## src/rtl/calc_host_ctrl.sv

```systemverilog
// Host-side job controller for a small calculator processor.
// Loads operands, runs the core, snoops the result write, reads back.
module calc_host_ctrl #(
  parameter logic [31:0] BASE_ADDR  = 32'h00000000,
  parameter int unsigned RUN_CYCLES = 100
) (
  input  logic        clk,
  input  logic        reset,
  input  logic        start,
  input  logic [31:0] op_a,
  input  logic [31:0] op_b,
  input  logic [31:0] opcode,
  input  logic        abort,
  output logic        busy,
  output logic        done,
  output logic [31:0] result,
  output logic        timeout,
  output logic        cpu_reset,
  output logic        host_sel,
  output logic        mem_we,
  output logic [31:0] mem_addr,
  output logic [31:0] mem_wdata,
  input  logic [31:0] mem_rdata,
  input  logic        cpu_memwrite,
  input  logic [31:0] cpu_addr
);

  typedef enum logic [2:0] {
    IDLE, WR_A, WR_B, WR_OP,
    CLR_RES, RUN, READ, DONE
  } state_t;

  localparam logic [31:0] RES_ADDR = BASE_ADDR + 32'hC;
  localparam logic [15:0] LAST = 16'(RUN_CYCLES - 1);

  state_t      st, nxt;
  logic [31:0] a_q, b_q, op_q;
  logic [15:0] cnt;
  logic        to_q;
  logic        hit;
  logic        expire;

  assign hit = cpu_memwrite && (cpu_addr == RES_ADDR);
  assign expire = (cnt == LAST);

  always_ff @(posedge clk or negedge reset) begin
    if (!reset) st <= IDLE;
    else        st <= nxt;
  end

  always_comb begin
    nxt = st;
    unique case (st)
      IDLE:    if (start) nxt = WR_A;
      WR_A:    nxt = WR_B;
      WR_B:    nxt = WR_OP;
      WR_OP:   nxt = CLR_RES;
      CLR_RES: nxt = RUN;
      RUN:     if (hit || expire) nxt = READ;
      READ:    nxt = DONE;
      DONE:    nxt = IDLE;
    endcase
    if (abort && st != IDLE) nxt = IDLE;
  end

  // Snoop has priority: timeout latch reflects only the final RUN cycle.
  always_ff @(posedge clk or negedge reset) begin
    if (!reset) begin
      a_q     <= '0;
      b_q     <= '0;
      op_q    <= '0;
      cnt     <= '0;
      to_q    <= 1'b0;
      result  <= '0;
      timeout <= 1'b0;
    end else begin
      if (st == IDLE && start) begin
        a_q  <= op_a;
        b_q  <= op_b;
        op_q <= opcode;
      end
      if (st == CLR_RES)  cnt <= '0;
      else if (st == RUN) cnt <= cnt + 16'd1;
      if (st == RUN) to_q <= !hit;
      if (st == READ && !abort) begin
        result  <= mem_rdata;
        timeout <= to_q;
      end
    end
  end

  always_comb begin
    busy      = (st != IDLE);
    done      = (st == DONE);
    cpu_reset = (st != RUN);
    host_sel  = (st != RUN);
    mem_we    = 1'b0;
    mem_addr  = '0;
    mem_wdata = '0;
    case (st)
      WR_A: begin
        mem_we    = 1'b1;
        mem_addr  = BASE_ADDR;
        mem_wdata = a_q;
      end
      WR_B: begin
        mem_we    = 1'b1;
        mem_addr  = BASE_ADDR + 32'h4;
        mem_wdata = b_q;
      end
      WR_OP: begin
        mem_we    = 1'b1;
        mem_addr  = BASE_ADDR + 32'h8;
        mem_wdata = op_q;
      end
      CLR_RES: begin
        mem_we    = 1'b1;
        mem_addr  = RES_ADDR;
      end
      READ:    mem_addr = RES_ADDR;
      default: ;
    endcase
  end

endmodule

```

## config.mk

```make
export PLATFORM = sky130hd
export DESIGN_NAME = calc_host_ctrl
export DESIGN_NICKNAME = d
export VERILOG_FILES = /design/src/rtl/calc_host_ctrl.sv
export SDC_FILE = /design/constraint.sdc
export NUM_CORES = 1
export LEC_CHECK = 0
export ABC_CLOCK_PERIOD_IN_PS = 4800
export CORE_MARGIN = 2
export CORE_UTILIZATION = 47
export DETAILED_ROUTE_END_ITERATION = 8
export PLACE_DENSITY = 0.95
export SLEW_MARGIN = 20
export SYNTH_ARGS = -nofsm -noshare
export SYNTH_HDL_FRONTEND = slang
export SYNTH_SLANG_ARGS = --single-unit
```

## constraint.sdc

```tcl
create_clock -name clk -period 4.8 [get_ports clk]
set_clock_uncertainty 0.1 [all_clocks]
set_input_delay 0.72 -clock clk [delete_from_list [all_inputs] [get_ports clk]]
set_output_delay 0.72 -clock clk [all_outputs]
set_load 0.1 [all_outputs]
```

* Word-level counts from Yosys, hierarchy flattened *
Index checks and enable logic that the tools add are counted.

cells by class
  eq/ne operators = 12
  multiplexer cells = 9
  $add $sub $neg = 1
  order comparisons = 0
  shift-type cells = 0
  reduce and logical (&&, ||, !) cells = 13
  bitwise operators = 0
  divide/modulo/power cells = 0
  multipliers = 0

operator list
  kind                                             number
  case mux 32 bit (3 select lines)                 1
  == test 32 x 4 -> 1 bit (second input constant)  1
  two-way mux 16 bit                               2
  case mux 3 bit (8 select lines)                  1
  adder 16 x 1 -> 16 bit (second input constant)   1
  == test 16 x 7 -> 1 bit (second input constant)  1
  == test 3 bit (second input constant)            4
  case mux 4 bit (3 select lines)                  1
  two-way mux 3 bit                                3
  != test 3 bit (second input constant)            3
  == test 3 x 2 -> 1 bit (second input constant)   2
  logical AND 1 bit                                4
  OR reduction 4 bit                               1
  == test 3 x 1 -> 1 bit (second input constant)   1
  logical NOT 3 bit                                1
  nonzero test 3 bit                               1
  logical NOT 1 bit                                2
  AND reduction 2 bit                              1
  nonzero test 2 bit                               1
  OR reduction 2 bit                               1
  logical OR 1 bit                                 1
  two-way mux 1 bit                                1

word-level totals
  word-level logic and storage cells = 43
  input bits = 165
  output and inout port bits = 102
  bits in registers = 149
  latch bits = 0
  memory bits (read-only) = 0
  bits in writable memories = 0
  memories = 0

* Longest topological paths before layout *
  word-level depth = 6
  gate-level depth with buffers = 9
  mapped depth without buffers = 7

* Worst setup path after synthesis *
Ideal clock, no wire load.

  kind = register to output
  from = register st[1]
  to = output port mem_wdata[0]
  stages on the path, launching flop included = 8
  path buffers = 2
  data arrival time = 2.036 ns
  required time = 3.980 ns
  setup slack = 1.944 ns
  cell sequence = dfrtp_1 > inv_1 > ha_1 > nor2b_1 > clkbuf_1 > clkbuf_1 > a22oi_1 > nand2_1

between the ends
  word-level cells in the longest chain between the ends = 2
  elaborated cells on any way between the ends = 4
  classes of those cells = 3 x eq/ne; 1 x mux

RTL lines
  element                                                                  RTL line  RTL
  start: declaration                                                       36        state_t st, nxt;
  start signal: assignment                                                 48        else st <= nxt;
  == test 3 x 2 -> 1 bit / == test 3 x 1 -> 1 bit (equally long branches)  100       case (st)
  case mux 32 bit (3 select lines) *                                       100
  end: declaration                                                         22        output logic [31:0] mem_wdata,

Every way passes the cells marked *; elsewhere a longest branch is shown, timed or not.

* Final worst setup path *
  from = register st[0]
  to = output port mem_addr[2]

between the ends
  word-level cells in the longest chain between the ends = 3
  elaborated cells on any way between the ends = 6
  classes of those cells = 4 x eq/ne; 1 x mux; 1 x reduce/logical

RTL lines
  element                            RTL line  RTL
  == test 3 bit                      100
  OR reduction 2 bit (no line)       --
  case mux 4 bit (3 select lines) *  100
  end: declaration                   21        output logic [31:0] mem_addr,

Marked as above.

==> impl_metrics.csv <==
group,metric,value,unit
run_status,status,"complete, no violations",
setup_path,slowest_delay,1.13,ns
synthesis,ys_ff_latch,149,
placed_design,hpwl,12000,um
timing,period_needed,3.94,ns
floorplanning,rows,43,
timing,maxSlewHeadroom,32.0,%
setup_path,cp_cell_sequence,"inv_1 > ha_1 > and2_1 > or2_2 > clkdlybuf4s50_1",
routing,drt-initial-drc-count,232,
global_route,overflow,0,
layout,final_layout_size_suffix_gt1_share,26.2,%
setup_path,crit_family,"buffers and inverters",
floorplanning,start_util,48.4,%
setup_path,critPathKind,"flop to primary output",
run,drv_cap,0,
global_route,grt_start_max_net_pins,87,
clock_network,post_cts_buffers,0,
layout,final_common_cell,"clkdlybuf4s50_1",
timing,fmax,0.254,GHz
floorplanning,ios,267,
floorplanning,die_x,124,um
clock_network,cts.clk_slew.worst_paths,0.06,ns
global_route,grt_use_total,22.7,%
floorplanning,core-area,14000,um^2
layout,layout_common_cells,"202 x clkdlybuf4s50_1, 149 x dfrtp_1, 129 x mux2_2, 74 x nand2_1, 41 x buf_4",
clock_network,numCtsBuffers,17,
synthesis,synth_cells,549,
routing,drc,0,
placed_design,place_congestion,0.843,
clock_network,htreeDepth,4,
timing,hold_violations,0,
clock_network,clock_path_buffers,2,
setup_path,r2r_cells,5,
routing,wl_per_cell,17.3,um
setup_path,critPathLaunchType,"flop",
layout,fin_nets,950,
synthesis,synth.distinct_cells,38,
timing,fin_crit_sh,82.0,%
timing,worstMarginPinSlew,1.02,ns
global_route,grt_pass1_wl,26300,um
setup_path,worstSetupEndpointType,"primary output",
layout,diodes,0,
routing,avgViaCountPerCell,5.15,
synthesis,yosys_warnings,0,
placed_design,io_buffers,236,
setup_path,cp_num_buf_inv,2,
clock_network,cts_resized,0,
timing,slew_viol_final,0,
clock_network,cts_tree,"built",
synthesis,syn_area,6770,um^2
clock_network,clk_latency,0.42,ns
setup_path,worst_ep_arrival_time,3.12,ns
clock_network,ctsHoldBuffers,0,
floorplanning,fp.dieH,124,um
setup_path,crit_required,3.98,ns
setup_path,cp_slowest_cell,"clkdlybuf4s50_1",
worst_hold_path,hp-class,"primary input to async pin",
global_route,antenna_found_initial,0,
global_route,grt_pass1_vias,5281,
routing,routed-via-count,5015,
setup_path,cp_max_fo,17,
synthesis,synth_ff_type,"dfrtp_1",
synthesis,avgSynthCellArea,12.3,um^2
layout,area_growth,43.0,%
timing,setup_violations,0,
clock_network,root_buffer,"clkbuf_16",
synthesis,ys_seq_area_share,55.1,%
timing,setup_tns,0,ns
routing,wirelength,16900,um
clock_network,clock-sinks,149,
setup_path,crit_cells,5,
routing,drtAntennaViolNets,0,
floorplanning,die-area,15400,um^2
synthesis,synthArstFlopShare,100,%
synthesis,synth_edf_count,0,
timing,rsz0062_at_grt,"false",
routing,firstDrtPassIters,4,
state kept, by name, indices dropped and copies added (netlist names):
register  flops
cnt          16
op_q         32
timeout       1
to_q          1
st            3
a_q          32
b_q          32
result       32
layout make-up:
class | instances | area, um^2
inverters | 4 | 15.0
multi-input cells | 364 | 2750
clock buffers | 20 | 437
fillers | 981 | 4310
well taps | 180 | 225
clock inverters | 12 | 179
flip-flops and latches | 149 | 3730
repair buffers | 244 | 2340
synthesized netlist by cell type, drive strengths merged, types with 3 or more instances:
master / count / share of area [%]
a22oi: 32 / 3.5
mux2: 129 / 21
a21oi: 3 / 0.22
xor2: 8 / 1.0
inv: 4 / 0.22
nor2b: 5 / 0.46
ha: 5 / 0.92
nor4: 8 / 0.83
nand3: 3 / 0.22
dfrtp: 149 / 55
o21ai: 3 / 0.22
xnor2: 7 / 0.91
nand2: 74 / 4.1
nand4: 4 / 0.37
and3: 8 / 0.74
nor2: 23 / 1.3
buf: 50 / 5.1
nand2b: 3 / 0.28
and2: 3 / 0.31
clkbuf: 11 / 0.63
final timing paths:
kind / start / slack, ns / end
worst min register to register: result[0]$_DFFE_PN0P_ / 0.40 / result[0]$_DFFE_PN0P_
max in group asynchronous: reset / 3.37 / b_q[18]$_DFFE_PN0P_
worst max-delay path: st[0]$_DFFE_PN0P_ / 0.86 / mem_addr[2]
worst max register to register: st[0]$_DFFE_PN0P_ / 2.61 / op_q[30]$_DFFE_PN0P_
worst min-delay path: reset / 0.27 / b_q[20]$_DFFE_PN0P_
min in group clk: result[0]$_DFFE_PN0P_ / 0.40 / result[0]$_DFFE_PN0P_
kinds of logic after synthesis:
group,count (synthesis),share of synthesized area [%]
flip-flops,149,55.1
AND/OR/NAND/NOR,141,9.69
multiplexers,131,21.8
buffers and inverters,65,5.99
AO/OA/AOI/OAI,42,4.55
XOR/XNOR,15,1.94
adder cells (fa/ha/maj),5,0.924
other,1,0.0554
routing by layer:
layer / track usage, % / vias to the layer above / part of all wire [%]
li1: - / 2304 / -
met1: 26.2 / 2462 / 39
met4: 9.20 / 0 / 2.7
met5: 0 / - / 0
met2: 38.4 / 210 / 51
met3: 8.42 / 39 / 7.6
per-stage QoR:
step           utilization, %  instance area (um^2)  hold slack [ns]  cells  worst slack (ns)
2_1_floorplan               -                  6880            0.324    578              1.94
3_3_place_gp             64.8                  9060            0.387    941              1.36
3_5_place_dp             64.8                  9060            0.393    941              1.32
4_1_cts                  69.2                  9680            0.292    973             0.866
5_1_grt                  69.2                  9680            0.319    973             0.713
6_report                 69.2                  9680            0.265    973             0.865
Power is left out: the tool's default activity adds up to more than one toggle a clock period on the data nets, which glitch-free logic cannot reach.
